### src/rtl/cpu_mem_arb_pkg.sv
// Shared types for the CPU/memory arbiter: one-hot FSM encoding and owner tags.
package cpu_mem_arb_pkg;

    typedef enum logic [2:0] {
        ARB_IDLE = 3'b001,
        ARB_REQ  = 3'b010,
        ARB_RESP = 3'b100
    } arb_state_t;

    localparam logic OWN_INST = 1'b0;
    localparam logic OWN_DATA = 1'b1;

endpackage

### src/rtl/cpu_mem_arbiter_rr_arbiter2.sv
// Two-requester round-robin arbiter; bit 0 is the instruction port, bit 1 the data port.
module rr_arbiter2
    import cpu_mem_arb_pkg::*;
(
    input  logic       clk,
    input  logic       resetn,
    input  logic [1:0] req,
    input  logic       grant_en,
    output logic [1:0] grant
);

    logic last_grant;

    // On a tie, favour whichever port did not win the previous grant.
    always_comb begin
        grant = '0;
        if (req == 2'b11) begin
            grant = (last_grant == OWN_DATA) ? 2'b01 : 2'b10;
        end else begin
            grant = req;
        end
    end

    always_ff @(posedge clk or negedge resetn) begin
        if (!resetn) begin
            last_grant <= OWN_DATA;
        end else if (grant_en && (grant != 2'b00)) begin
            last_grant <= grant[1];
        end
    end

endmodule

### src/rtl/cpu_mem_arbiter.sv
// Merges the core's fetch and data channels onto one memory request channel,
// one outstanding transaction at a time, with grant/conflict counters.
module cpu_mem_arbiter
    import cpu_mem_arb_pkg::*;
#(
    parameter int ADDR_W = 32,
    parameter int DATA_W = 32
) (
    input  logic                clk,
    input  logic                resetn,

    input  logic [ADDR_W-1:0]   PC,
    input  logic                Inst_Req_Valid,
    output logic                Inst_Req_Ready,
    output logic [DATA_W-1:0]   Instruction,
    output logic                Inst_Valid,
    input  logic                Inst_Ready,

    input  logic [ADDR_W-1:0]   Address,
    input  logic                MemWrite,
    input  logic                MemRead,
    input  logic [DATA_W-1:0]   Write_data,
    input  logic [DATA_W/8-1:0] Write_strb,
    output logic                Mem_Req_Ready,
    output logic [DATA_W-1:0]   Read_data,
    output logic                Read_data_Valid,
    input  logic                Read_data_Ready,

    output logic [ADDR_W-1:0]   mem_addr,
    output logic                mem_wen,
    output logic                mem_ren,
    output logic [DATA_W-1:0]   mem_wdata,
    output logic [DATA_W/8-1:0] mem_wstrb,
    output logic                mem_req_valid,
    input  logic                mem_req_ready,
    input  logic [DATA_W-1:0]   mem_rdata,
    input  logic                mem_rdata_valid,
    output logic                mem_rdata_ready,

    output logic [31:0]         inst_grant_cnt,
    output logic [31:0]         data_grant_cnt,
    output logic [31:0]         conflict_cnt
);

    arb_state_t state, next_state;

    logic                owner;
    logic [ADDR_W-1:0]   addr_q;
    logic                wen_q;
    logic                ren_q;
    logic [DATA_W-1:0]   wdata_q;
    logic [DATA_W/8-1:0] wstrb_q;

    logic       i_req, d_req;
    logic [1:0] grant;
    logic       in_idle;

    assign i_req   = Inst_Req_Valid;
    assign d_req   = MemRead | MemWrite;
    assign in_idle = (state == ARB_IDLE);

    rr_arbiter2 u_rr (
        .clk      (clk),
        .resetn   (resetn),
        .req      ({d_req, i_req}),
        .grant_en (in_idle),
        .grant    (grant)
    );

    always_ff @(posedge clk or negedge resetn) begin
        if (!resetn) begin
            state <= ARB_IDLE;
        end else begin
            state <= next_state;
        end
    end

    // A simultaneous read+write from the data port is treated as a write.
    always_ff @(posedge clk or negedge resetn) begin
        if (!resetn) begin
            owner   <= OWN_INST;
            addr_q  <= '0;
            wen_q   <= 1'b0;
            ren_q   <= 1'b0;
            wdata_q <= '0;
            wstrb_q <= '0;
        end else if (in_idle && (grant != 2'b00)) begin
            if (grant[1]) begin
                owner   <= OWN_DATA;
                addr_q  <= Address;
                wen_q   <= MemWrite;
                ren_q   <= ~MemWrite;
                wdata_q <= Write_data;
                wstrb_q <= Write_strb;
            end else begin
                owner   <= OWN_INST;
                addr_q  <= PC;
                wen_q   <= 1'b0;
                ren_q   <= 1'b1;
                wdata_q <= '0;
                wstrb_q <= '0;
            end
        end
    end

    always_ff @(posedge clk or negedge resetn) begin
        if (!resetn) begin
            inst_grant_cnt <= '0;
            data_grant_cnt <= '0;
            conflict_cnt   <= '0;
        end else if (in_idle) begin
            if (grant[0]) inst_grant_cnt <= inst_grant_cnt + 32'd1;
            if (grant[1]) data_grant_cnt <= data_grant_cnt + 32'd1;
            if (i_req && d_req) conflict_cnt <= conflict_cnt + 32'd1;
        end
    end

    assign mem_addr  = addr_q;
    assign mem_wen   = wen_q;
    assign mem_ren   = ren_q;
    assign mem_wdata = wdata_q;
    assign mem_wstrb = wstrb_q;

    // Upstream handshakes are only exposed to the owner, and only in the matching state.
    always_comb begin
        next_state      = state;
        mem_req_valid   = 1'b0;
        Inst_Req_Ready  = 1'b0;
        Mem_Req_Ready   = 1'b0;
        Instruction     = '0;
        Inst_Valid      = 1'b0;
        Read_data       = '0;
        Read_data_Valid = 1'b0;
        mem_rdata_ready = 1'b0;
        case (state)
            ARB_IDLE: begin
                if (grant != 2'b00) next_state = ARB_REQ;
            end
            ARB_REQ: begin
                mem_req_valid = 1'b1;
                if (mem_req_ready) begin
                    if (owner == OWN_INST) Inst_Req_Ready = 1'b1;
                    else                   Mem_Req_Ready  = 1'b1;
                    next_state = ren_q ? ARB_RESP : ARB_IDLE;
                end
            end
            ARB_RESP: begin
                if (owner == OWN_INST) begin
                    Instruction     = mem_rdata;
                    Inst_Valid      = mem_rdata_valid;
                    mem_rdata_ready = Inst_Ready;
                end else begin
                    Read_data       = mem_rdata;
                    Read_data_Valid = mem_rdata_valid;
                    mem_rdata_ready = Read_data_Ready;
                end
                if (mem_rdata_valid && mem_rdata_ready) next_state = ARB_IDLE;
            end
            default: next_state = ARB_IDLE;
        endcase
    end

endmodule

### config.mk
export PLATFORM = sky130hd
export DESIGN_NAME = cpu_mem_arbiter
export DESIGN_NICKNAME = d
export VERILOG_FILES = /design/src/rtl/cpu_mem_arb_pkg.sv /design/src/rtl/cpu_mem_arbiter_rr_arbiter2.sv /design/src/rtl/cpu_mem_arbiter.sv
export SDC_FILE = /design/constraint.sdc
export NUM_CORES = 1
export LEC_CHECK = 0
export BUFFER_PORTS_ARGS = -buffer_cell sky130_fd_sc_hd__clkbuf_2
export CAP_MARGIN = 20
export CORE_MARGIN = 2
export CORE_UTILIZATION = 40
export DETAILED_ROUTE_END_ITERATION = 16
export GPL_ROUTABILITY_DRIVEN = 0
export GPL_TIMING_DRIVEN = 0
export PLACE_DENSITY = 0.68
export SYNTH_ARGS = -nofsm -noshare
export SYNTH_HDL_FRONTEND = slang
export SYNTH_HIERARCHICAL = 1
export SYNTH_SLANG_ARGS = --single-unit
### constraint.sdc
create_clock -name clk -period 3.44 [get_ports clk]
set_clock_uncertainty 0.15 [all_clocks]
set_input_delay 0.344 -clock clk [delete_from_list [all_inputs] [get_ports clk]]
set_output_delay 0.344 -clock clk [all_outputs]
set_load 0.05 [all_outputs]
# Yosys cells after proc, flatten, opt, wreduce, memory -nomap -nowiden
# Index checks and enable logic that the tools add are counted.
# W data, S select, Z words.
[word_totals] regBits=171 wordCells=62 output_inout_bits=236
[op_classes] add_sub_neg=3 reduce_logical=8 n_eq_ne=7 bitwise=2 n_mux=31
[op_table] operator="$mux W32" count=6
[op_table] operator="$add A32 B1 Y32 const B" count=3
[op_table] operator="$mux W1" count=17
[op_table] operator="$mux W3" count=4
[op_table] operator="$pmux W3 S3" count=1
[op_table] operator="$reduce_and A2 Y1" count=3
[op_table] operator="$mux W2" count=2
[op_table] operator="$mux W4" count=1
[op_table] operator="$ne A2 B2 Y1 const B" count=2
[op_table] operator="$eq A3 B1 Y1 const B" count=1
[op_table] operator="$eq A3 B2 Y1 const B" count=1
[op_table] operator="$eq A3 B3 Y1 const B" count=1
[op_table] operator="$logic_and A1 B1 Y1" count=3
[op_table] operator="$reduce_and A3 Y1" count=1
[op_table] operator="$eq A2 B2 Y1 const B" count=1
[op_table] operator="$ne A2 B1 Y1 const B" count=1
[op_table] operator="$reduce_bool A2 Y1" count=1
[op_table] operator="$not A1 Y1" count=1
[op_table] operator="$or A1 B1 Y1" count=1

# Logic depth before layout (Yosys ltp)
# Gate-level depths: netlist (run 1).
[logic_depth] ltp_word=6 mapped_depth=9

# Hierarchy
# Netlist (run 1), hierarchy kept.
[by_module_without_submodules] module="cpu_mem_arbiter" instances=1 cells_each=816 area_per_inst_um2=8205.4 seq_area_each_um2=4255.3
[by_module_without_submodules] module="rr_arbiter2" instances=1 cells_each=6 area_per_inst_um2=56.3 seq_area_each_um2=26.3

# Worst setup path after synthesis (run 1)
# No wires, ideal clock.
[synth_timing] path_kind="register to output" start="register state[1]" end="output port Inst_Req_Ready" stages_incl_launch_ff=4 t_required_ps=2946 slack_ps=634 t_arrival_ps=2312 cell_sequence="dfrtp_1 -> inv_1 -> nor3_1 -> and3_1"
[synth_via] elab_chain_cells=2
[synth_lines] element="start: declaration" line_no="cpu_mem_arbiter.sv:45" source="arb_state_t state, next_state;"
[synth_lines] element="start signal: assignment" line_no="cpu_mem_arbiter.sv:74" source="state <= next_state;"
[synth_lines] element="$eq A3 B2 Y1" line_no="cpu_mem_arbiter.sv:135" source="case (state)"
[synth_lines] element="$mux W1" line_no="cpu_mem_arbiter.sv:135"
[synth_lines] element="end: declaration" line_no="cpu_mem_arbiter.sv:14" source="output logic Inst_Req_Ready,"
# Every way passes these cells.

# Final worst setup path (run 1)
[layout_timing] start="register state[1]" end="output port Instruction[27]"
[layout_via] elab_chain_cells=2
[layout_lines] element="$eq A3 B3 Y1" line_no="cpu_mem_arbiter.sv:135"
[layout_lines] element="$mux W32" line_no="cpu_mem_arbiter.sv:135"
[layout_lines] element="end: declaration" line_no="cpu_mem_arbiter.sv:15" source="output logic [DATA_W-1:0] Instruction,"
# Every way passes these cells.

==> flow_metrics.env, run 1 <==
export IMPL_p_seq_share_pct=32.4
export IMPL_clkSinkCount=171
export IMPL_synth_nets=966
export IMPL_post_route_min_period_ns=2.78
export IMPL_cp_end_kind="output port"
export IMPL_antenna_left=0
export IMPL_post_route_period_util_pct=80.8
export IMPL_clk_pin_slew_ns=0.07
export IMPL_grt_pass1_vias=7605
export IMPL_cts_root_buffer="clkbuf_16"
export IMPL_htreeDepth=4
export IMPL_dpl_hpwl_microns=19800
export IMPL_firstDrtPassIters=4
export IMPL_cellPowerDensity_nw_per_um2=769
export IMPL_status="complete, no violations"
export IMPL_critPathMaxFanout=10
export IMPL_start_util_pct=40.8
export IMPL_max_slew_worst_pin_slew_ns=0.914
export IMPL_power_mw=8.87
export IMPL_drv_cap=0
export IMPL_clockPowerShare_pct=23.6
export IMPL_critPathMaxStageDelay_ns=0.43
export IMPL_dr_total_vias=7701
export IMPL_rows=52
export IMPL_p_int_mw=4.67
export IMPL_finalSetupViolations=0
export IMPL_synth_cells=822
export IMPL_drt_wl_total_microns=26400
export IMPL_switching_share_pct=47.4
export IMPL_relSlewSlack_pct=38.5
export IMPL_dieWidth_microns=148
export IMPL_grt_max_degree=113
export IMPL_yosysWarnings=6
export IMPL_fill_cells=1782
export IMPL_leakagePower_nw=6.09
export IMPL_cp_arrival_ns=2.28
export IMPL_drc=0
export IMPL_synthTopCellsByArea="dfrtp_1, xnor2_1, and2_1, nand2_1, nand3_1"
export IMPL_syn_area_sq_um=8260
export IMPL_maxSlewViolCount=0
export IMPL_startpoint_type="flop"
export IMPL_timing_fmax_ghz=0.360
export IMPL_worst_ep_required_time_ns=2.95
export IMPL_grtUsageTotal_pct=23.9
export IMPL_cts_buffer_depth=2
export IMPL_cp_slowest_cell="dfrtp_1"
export IMPL_ys_types=48
export IMPL_drive_above_1_share_pct=35.4
export IMPL_antenna_found_initial=0
export IMPL_async_reset_ff_share_pct=100
export IMPL_whs_ns=0.0650
export IMPL_syn_area_per_cell_sq_um=10.1
export IMPL_design_die_area_sq_um=21800
export IMPL_comb_power_share_pct=44.0
export IMPL_net_switching_power_mw=4.21
export IMPL_max_vdd_ir_drop_uv=404
export IMPL_cts_buffers=17
export IMPL_cts_tree="yes"
export IMPL_rsz0062_at_grt="false"
export IMPL_grt_pass1_wl_microns=40800
export IMPL_synth_top_area_share_pct=51.2
export IMPL_ys_flop_type="dfrtp_1"
export IMPL_synth_edf_count=0
export IMPL_area_delta_synth_final_pct=39.7
export IMPL_clock_latency_ns=0.42
export IMPL_synth_seq_cells=171
export IMPL_via_per_inst=5.00
export IMPL_die_height_microns=148
export IMPL_grt_ovfl_total=0
export IMPL_numPortBuffers=376
export IMPL_yosysTopAreaCell="dfrtp_1"
export IMPL_crit_type="reg -> out"
export IMPL_multiInputGateArea_sq_um=3730
export IMPL_core_area_sq_um=20200
export IMPL_drt_iter0_drc=336
export IMPL_wl_per_cell_microns=17.2
export IMPL_hold_class="in -> reg"
export IMPL_yosysSeqAreaShare_pct=51.8
export IMPL_hold_violations=0
export IMPL_path_cells="inv_1, nand3_1, nor2_1, clkbuf_1, and2_1, clkbuf_2"
export IMPL_final_nets=1400
export IMPL_ios=377
export IMPL_seqCellArea_sq_um=4280
[cell usage after synthesis, types with 20 or more instances]
library cell / instances
a21oi_1: 33
nor3_1: 20
and2_1: 74
nand4_1: 41
xor2_1: 28
dfrtp_1: 169
xnor2_1: 65
nand3_1: 70
nor2_1: 50
clkbuf_1: 20
nand2_1: 106
mux2i_1: 33
[cell type report]
cell class | count | share of cell area, %
timing repair buffer | 415 | 19.9
clock inverter | 14 | 1.81
antenna | 1 | 0.0217
buffer | 40 | 1.58
sequential | 171 | 37.1
clock buffer | 18 | 3.72
multi-input combinational | 592 | 32.3
inverter | 19 | 0.618
tap | 270 | 2.93
[path summary, 6_finish.rpt]
kind / startpoint / end / slack [ns] / depth (start not counted)
min: mem_req_ready / state[0]$_DFFE_PN1P_ / 0.07 / 3
max reg2reg: u_rr/last_grant$_DFFE_PN1P_ / data_grant_cnt[31]$_DFFE_PN0P_ / 0.94 / 6
max in group asynchronous: resetn / mem_wdata[1]$_DFFE_PN0P_ / 1.88 / 3
max: state[1]$_DFFE_PN0P_ / Instruction[27] / 0.66 / 6
min reg2reg: conflict_cnt[31]$_DFFE_PN0P_ / conflict_cnt[31]$_DFFE_PN0P_ / 0.33 / 1
min in group asynchronous: resetn / data_grant_cnt[27]$_DFFE_PN0P_ / 0.32 / 2
[power groups by stage]
stage,Sequential (mW),Clock [mW],Combinational (mW)
2_1_floorplan,4.41,0,1.23
3_3_place_gp,2.88,0,3.84
3_5_place_dp,2.90,0,3.89
4_1_cts,2.87,2.12,3.93
5_1_grt,2.93,2.21,4.17
6_report,2.87,2.09,3.91
[critical path: cells and delay by family (launching register included)]
family,cells,cell delay [ns]
buf+inv,3,0.74
simple gates,3,0.69
flops,1,0.43
[registers in the layout, indices dropped and copies added (netlist names)]
name	count
conflict_cnt	32
data_grant_cnt	32
inst_grant_cnt	32
mem_addr	32
mem_ren	1
mem_wdata	32
mem_wen	1
mem_wstrb	4
owner	1
state	3
u_rr/last_grant	1
[per-stage QoR]
stage	setup TNS, ns	worst slack [ns]	area [sq um]	utilization (%)	std cells
CTS	0	0.644	11500	57.0	1539
finish	0	0.662	11500	57.0	1540
floorplan	0	0.634	8260	-	822
global placement	-228.65	-1.37	10500	51.8	1468
detailed placement	0	0.605	10500	52.0	1469
global route	0	0.455	11500	57.0	1539
[cell usage in the layout, fill, tap and decap left out, drive strengths merged, types with 3 or more instances in the layout]
cell type and n:
a21oi 33, and2 74, and3 14, and4 9, buf 21, bufinv 4, clkbuf 414, clkinv 5
dfrtp 169, dlygate4sd3 38, ha 3, inv 24, mux2i 33, nand2 106, nand3 72, nand4 43
nor2 50, nor3 24, nor4 14, xnor2 65, xor2 28
[metal layers]
layer  part of all wire (%)  global-route usage [%]  wire length [microns]
met5                      0                       0                      0
met3                    5.3                    4.85                   1410
met4                    3.4                    10.0                    891
met1                     41                    29.4                  10900
met2                     50                    41.0                  13200
[kinds of logic after synthesis]
logic type	synth area share [%]
AO/OA/AOI/OAI	3.03
XOR/XNOR	9.86
adder cells (fa/ha/maj)	0.454
buffers and inverters	3.07
flip-flops	51.8
multiplexers	4.13
AND/OR/NAND/NOR	27.6
[timing repair]
item                                   in CTS  in global routing
setup endpoints to repair                   0                  0
endpoints found under the hold margin      94                  0
hold buffers                               38                  0
setup buffers                               0                  0
gates resized for setup                     0                  0
(Power assumes the default switching activity.)
==> run 2: changes to the inputs <==
--- a/config.mk
+++ b/config.mk
@@ -12,7 +12,7 @@
 export DETAILED_ROUTE_END_ITERATION = 16
 export GPL_ROUTABILITY_DRIVEN = 0
 export GPL_TIMING_DRIVEN = 0
-export PLACE_DENSITY = 0.68
+export PLACE_DENSITY = 0.71
 export SYNTH_ARGS = -nofsm -noshare
 export SYNTH_HDL_FRONTEND = slang
 export SYNTH_HIERARCHICAL = 1
==> constraint.sdc (replaced) <==
create_clock -name clk -period 2.5 [get_ports clk]
set_clock_uncertainty 0.15 [all_clocks]
set_input_delay 0.25 -clock clk [delete_from_list [all_inputs] [get_ports clk]]
set_output_delay 0.25 -clock clk [all_outputs]
set_load 0.05 [all_outputs]
==> flow_metrics.env, run 2 (synthesis results as in run 1) <==
export IMPL_max_slew_worst_pin_slew_ns=0.902
export IMPL_critPathMaxStageDelay_ns=0.43
export IMPL_fin_area_sq_um=12100
export IMPL_top_usage_layer="met2"
export IMPL_cp_arrival_ns=2.00
export IMPL_r2r_cells=7
export IMPL_clk_pin_slew_ns=0.07
export IMPL_r2r_start="u_rr/last_grant$_DFFE_PN1P_"
export IMPL_rows=52
export IMPL_clockPowerShare_pct=21.1
export IMPL_drt_wl_total_microns=27600
export IMPL_dpl_hpwl_microns=19900
export IMPL_violations="hold timing"
export IMPL_dieWidth_microns=148
export IMPL_min_from="Address[4]"
export IMPL_cellPowerDensity_nw_per_um2=993
export IMPL_htreeDepth=4
export IMPL_crit_type="reg -> out"
export IMPL_design_die_area_sq_um=21800
export IMPL_setup_slack_ns=0.0983
export IMPL_critPathMaxFanout=10
export IMPL_drv_cap=0
export IMPL_numPortBuffers=376
export IMPL_timing_rr_end="data_grant_cnt[9]$_DFFE_PN0P_"
export IMPL_cts_buffers=17
export IMPL_switching_share_pct=49.1
export IMPL_whs_ns=-0.00340
export IMPL_power_mw=12.0
export IMPL_layout_commonest_cell="clkbuf_2"
export IMPL_cp_slowest_cell="dfrtp_1"
export IMPL_grtUsageMet2_pct=42.6
export IMPL_ios=377
export IMPL_clock_latency_ns=0.43
export IMPL_rsz0062_at_grt="true"
export IMPL_startpoint_type="flop"
export IMPL_r2r_setup_slack_ns=0.12
export IMPL_cp_end_kind="output port"
export IMPL_relSlewSlack_pct=39.3
export IMPL_p_int_mw=6.10
export IMPL_die_height_microns=148
export IMPL_grt_pass1_wl_microns=42200
export IMPL_max_vdd_ir_drop_uv=639
export IMPL_grtUsageTotal_pct=24.7
export IMPL_clkSinkCount=171
export IMPL_firstDrtPassIters=5
export IMPL_fill_cells=1710
export IMPL_grt_max_degree=115
export IMPL_fin_cells=1594
export IMPL_dr_total_vias=8018
export IMPL_cts_buffer_depth=2
export IMPL_drt_iter0_drc=370
export IMPL_hold_class="in -> reg"
export IMPL_comb_power_share_pct=45.7
export IMPL_worstHoldEndpoint="mem_addr[4]$_DFFE_PN0P_"
export IMPL_hold_violations=1
export IMPL_path_cells="inv_1, nand3_4, nor2_4, clkbuf_2, and2_1, buf_2"
export IMPL_final_cell_mix="clkbuf_2, dfrtp_1, nand2_1"
export IMPL_cts_tree="yes"
export IMPL_post_route_period_util_pct=96.1
export IMPL_timing_fmax_ghz=0.416
export IMPL_gr_usage_met1_pct=30.3
export IMPL_grt_ovfl_total=0
export IMPL_wl_per_cell_microns=17.3
export IMPL_dp_slack_ns=-0.200
export IMPL_drc=0
export IMPL_place_area_sq_um=10500
export IMPL_via_per_inst=5.03
export IMPL_finalSetupViolations=0
export IMPL_worst_ep_required_time_ns=2.10
export IMPL_antenna_left=0
export IMPL_leakagePower_nw=6.30
export IMPL_drive_above_1_share_pct=35.3
export IMPL_post_cts_setup_buffers=0
export IMPL_antenna_found_initial=4
export IMPL_net_switching_power_mw=5.88
export IMPL_status="finished with violations"
export IMPL_core_area_sq_um=20200
export IMPL_final_nets=1452
export IMPL_dp_cells=1469
export IMPL_start_util_pct=40.8
export IMPL_p_seq_share_pct=33.2
export IMPL_grt_pass1_vias=7897
export IMPL_cts_root_buffer="clkbuf_16"
export IMPL_area_delta_synth_final_pct=46.0
export IMPL_hold_depth=3
export IMPL_maxSlewViolCount=0
export IMPL_grt_use_met3_pct=4.81
export IMPL_post_route_min_period_ns=2.40
run 2: worst max-delay path, delay by kind of cell, from the launching register on:
| kind | cells | cell delay (ns) |
|---|---|---|
| buffers and inverters | 3 | 0.65 |
| and+or+nand+nor | 3 | 0.49 |
| DFF | 1 | 0.43 |
run 2: worst max path at each step:
stage,to,depth (start not counted),startpoint,slack (ns)
after global placement,mem_addr[28]$_DFFE_PN0P_,1,resetn,-2.12
after detailed placement,data_grant_cnt[31]$_DFFE_PN0P_,8,MemWrite,-0.20
after CTS,mem_addr[0]$_DFFE_PN0P_,7,u_rr/last_grant$_DFFE_PN1P_,0.004
after floorplan,Inst_Req_Ready,2,state[2]$_DFFE_PN0P_,0.32
after global routing,data_grant_cnt[9]$_DFFE_PN0P_,7,u_rr/last_grant$_DFFE_PN1P_,-0.07
final,Read_data[19],6,state[1]$_DFFE_PN0P_,0.1
run 2: cell type report:
type                            count  area [sq um]  share of cell area, %
Antenna cell                        3          7.51                 0.0622
Buffer                             40           200                   1.66
Clock buffer                       17           425                   3.53
Clock inverter                     15           136                   1.13
Inverter                           19          71.3                  0.591
Multi-Input combinational cell    592          3770                   31.3
Sequential cell                   171          4280                   35.5
Tap cell                          270           338                   2.80
Timing Repair Buffer              467          2830                   23.5
run 2: repair_timing:
| action | 4_1_cts | 5_1_grt |
|---|---|---|
| endpoints found under the setup margin | 67 | 85 |
| endpoints found under the hold margin | 121 | 0 |
| pin swaps | 0 | 0 |
| hold buffers | 90 | 0 |
| gates resized for setup | 17 | 26 |
run 2: stage by stage:
stage	util, %	TNS (ns)	hold WS [ns]
final	59.6	0	-0.00340
after global routing	59.6	-0.285	0.00540
after CTS	59.5	0	0.000411
after detailed placement	52.0	-3.60	0.115
after global placement	51.8	-357.64	0.292
after floorplan	-	0	-0.196
run 2: power groups by stage:
stage               registers [mW]  clock network (mW)  logic, mW
finish                        3.98                2.52       5.48
global route                  4.06                2.70       5.82
CTS                           3.96                2.57       5.47
detailed placement            4.00                   0       5.33
global placement              3.98                   0       5.26
floorplan                     6.07                   0       1.69
run 2: per-layer routing:
layer / wire, microns / part of all wire (%)
met4: 1030 / 3.7
met5: 13 / 0.047
met1: 11400 / 41
met2: 13800 / 50
met3: 1350 / 4.9
==> run 3: changes to the inputs <==
--- a/config.mk
+++ b/config.mk
@@ -7,13 +7,12 @@
 export LEC_CHECK = 0
 export BUFFER_PORTS_ARGS = -buffer_cell sky130_fd_sc_hd__clkbuf_2
 export CAP_MARGIN = 20
-export CORE_MARGIN = 2
-export CORE_UTILIZATION = 40
+export CORE_AREA = 2 2 147 149
 export DETAILED_ROUTE_END_ITERATION = 16
+export DIE_AREA = 0 0 149 151
 export GPL_ROUTABILITY_DRIVEN = 0
 export GPL_TIMING_DRIVEN = 0
-export PLACE_DENSITY = 0.71
+export PLACE_DENSITY = 0.67
 export SYNTH_ARGS = -nofsm -noshare
 export SYNTH_HDL_FRONTEND = slang
-export SYNTH_HIERARCHICAL = 1
 export SYNTH_SLANG_ARGS = --single-unit
==> flow_metrics.env, run 3 <==
export IMPL_antenna_left=0
export IMPL_cp_slowest_cell="dfrtp_1"
export IMPL_worst_ep_required_time_ns=2.10
export IMPL_r2r_cells=5
export IMPL_syn_area_per_cell_sq_um=10.8
export IMPL_cp_common_cell="clkbuf_4"
export IMPL_dp_slack_ns=-0.187
export IMPL_drt_iter0_drc=328
export IMPL_synthSimpleGateAreaFrac_pct=20.3
export IMPL_clock_latency_ns=0.43
export IMPL_drc=0
export IMPL_grt_pass1_wl_microns=38000
export IMPL_cts_tree="yes"
export IMPL_yosysMostFrequentCell="dfrtp_1"
export IMPL_cts_root_buffer="clkbuf_16"
export IMPL_cts_buffer_depth=2
export IMPL_clk_pin_slew_ns=0.08
export IMPL_post_route_period_util_pct=96.1
export IMPL_synthTopCellsByCount="dfrtp_1, nand2_1, and2_1"
export IMPL_syn_area_sq_um=7790
export IMPL_rows=53
export IMPL_maxSlewViolCount=0
export IMPL_via_per_inst=4.83
export IMPL_dieWidth_microns=149
export IMPL_grt_pass1_vias=7039
export IMPL_max_slew_worst_pin_slew_ns=0.741
export IMPL_area_delta_synth_final_pct=51.4
export IMPL_fin_setup_tns_ns=0
export IMPL_leakagePower_nw=6.14
export IMPL_cp_end_kind="output port"
export IMPL_clkSinkCount=171
export IMPL_design_die_area_sq_um=22500
export IMPL_status="complete, no violations"
export IMPL_r2r_start="u_rr.last_grant$_DFFE_PN1P_"
export IMPL_synth_seq_cells=171
export IMPL_hold_depth=3
export IMPL_synth_compound_area_share_pct=6.94
export IMPL_whs_ns=0.0227
export IMPL_die_height_microns=151
export IMPL_core_area_sq_um=20800
export IMPL_cts_buffers=17
export IMPL_synth_edf_count=0
export IMPL_synth_nets=866
export IMPL_synth_fa_ha_area_share_pct=0.482
export IMPL_fin_area_sq_um=11800
export IMPL_synth_xor_area_share_pct=10.5
export IMPL_layout_commonest_cell="clkbuf_2"
export IMPL_ios=377
export IMPL_n_antenna_cell=0
export IMPL_relSlewSlack_pct=50.6
export IMPL_drive_above_1_share_pct=36.2
export IMPL_critPathMaxFanout=10
export IMPL_hold_violations=0
export IMPL_final_cell_mix="clkbuf_2, dfrtp_1, dlygate4sd3_1"
export IMPL_synthTopCellsByArea="dfrtp_1, xnor2_1, and2_1, xor2_1, mux2i_1"
export IMPL_crit_type="reg -> out"
export IMPL_cp_arrival_ns=2.00
export IMPL_grt_max_degree=108
export IMPL_finalSetupViolations=0
export IMPL_synth_top_area_share_pct=54.3
export IMPL_antenna_found_initial=0
export IMPL_start_util_pct=37.4
export IMPL_synth_cells=722
export IMPL_grt_ovfl_total=0
export IMPL_startpoint_type="flop"
export IMPL_dr_total_vias=7258
export IMPL_cellPowerDensity_nw_per_um2=1020
export IMPL_async_reset_ff_share_pct=100
export IMPL_cp_endpoint="Instruction[15]"
export IMPL_place_area_sq_um=10100
export IMPL_path_cells="nor2b_2, nand2b_2, nor2_4, clkbuf_4, and2_1, clkbuf_4"
export IMPL_grtUsageTotal_pct=21.6
export IMPL_wl_per_cell_microns=16.8
export IMPL_drv_cap=0
export IMPL_numPortBuffers=376
export IMPL_yosysWarnings=0
export IMPL_crit_path_start="state[2]$_DFFE_PN0P_"
export IMPL_setup_slack_ns=0.0972
export IMPL_timing_fmax_ghz=0.416
export IMPL_dpl_hpwl_microns=17700
export IMPL_max_vdd_ir_drop_uv=855
export IMPL_post_route_min_period_ns=2.40
export IMPL_htreeDepth=4
export IMPL_r2r_setup_slack_ns=0.13
export IMPL_drt_wl_total_microns=25300
export IMPL_ys_flop_type="dfrtp_1"
export IMPL_yosysTopAreaCell="dfrtp_1"
export IMPL_final_nets=1358
export IMPL_yosysSeqAreaShare_pct=55.0
export IMPL_muxShareOfSynthArea_pct=4.67
export IMPL_timing_rr_end="mem_addr[16]$_DFFE_PN0P_"
export IMPL_ys_types=39
export IMPL_hold_class="in -> reg"
export IMPL_firstDrtPassIters=6
export IMPL_critPathMaxStageDelay_ns=0.41
export IMPL_synth_top_family_by_area="simple AND/OR/NAND/NOR gates"
==> run 3: cell count changes after synthesis, moves of 10 or more <==
cell,change
a22o_1,+36
o21ai_0,+32
xor2_1,+10
nor2_1,-15
a21oi_1,-31
buf_2,-12
nand3_1,-36
xnor2_1,-10
nand2_1,-28
nand4_1,-23
==> run 3: cell type report <==
| type | count | area [sq um] |
|---|---|---|
| sequential | 171 | 4280 |
| tap | 275 | 344 |
| timing repair buffer | 474 | 2970 |
| buffer | 31 | 146 |
| clock buffer | 17 | 425 |
| clock inverter | 15 | 174 |
| fill | 1764 | 9030 |
| multi-input combinational | 506 | 3410 |
| inverter | 13 | 48.8 |
==> run 3: metal layers <==
| metal | wire (microns) | global-route usage, % |
|---|---|---|
| met5 | 0 | 0 |
| met4 | 505 | 7.05 |
| met3 | 1510 | 4.85 |
| met2 | 12300 | 34.7 |
| met1 | 10900 | 29.0 |
==> run 3: cell families (layout without fill, tap and decap cells) <==
logic type	Yosys count	in the layout
and+or+nand+nor	296	296
DFF	171	171
xor gates and xnor gates	93	93
AOI/OAI and AO/OA	78	78
buffers and inverters	45	550
muxes	36	36
adders and majority gates	3	3
==> run 3: per-stage QoR <==
step / utilization [%] / instances / total power, mW
2_1_floorplan: - / 722 / 7.66
3_3_place_gp: 48.1 / 1373 / 9.12
3_5_place_dp: 48.3 / 1374 / 9.21
4_1_cts: 56.2 / 1501 / 12.0
5_1_grt: 56.6 / 1502 / 12.6
6_report: 56.6 / 1502 / 12.1
==> run 3: worst min path at each step <==
stage	start	end	slack [ns]
2_1_floorplan	resetn	conflict_cnt[0]$_DFFE_PN0P_	-0.20
3_3_place_gp	conflict_cnt[31]$_DFFE_PN0P_	conflict_cnt[31]$_DFFE_PN0P_	0.31
3_5_place_dp	resetn	inst_grant_cnt[29]$_DFFE_PN0P_	0.13
4_1_cts	PC[11]	mem_addr[11]$_DFFE_PN0P_	0.0006
5_1_grt	Address[16]	mem_addr[16]$_DFFE_PN0P_	0.04
6_report	Address[15]	mem_addr[15]$_DFFE_PN0P_	0.02
==> run 3: what timing repair did <==
action                     in CTS  in global routing
buffers inserted                0                  1
pin swaps                       1                  1
hold buffers                   96                  0
hold endpoints to repair      132                  0
resized for setup              35                 61
setup endpoints to repair     135                 94
==> run 3: critical path: cells and delay by family (launching register included) <==
family,cells,cell delay (ns)
buf+inv,2,0.46
simple gates,4,0.69
flops,1,0.41
==> run 3: where the power goes <==
| part | switching (mW) | leakage (nW) | internal, mW |
|---|---|---|---|
| clock | 1.31 | 0.285 | 1.36 |
| combinational | 3.97 | 3.64 | 1.41 |
| sequential | 0.561 | 2.21 | 3.46 |
| total | 5.84 | 6.14 | 6.23 |
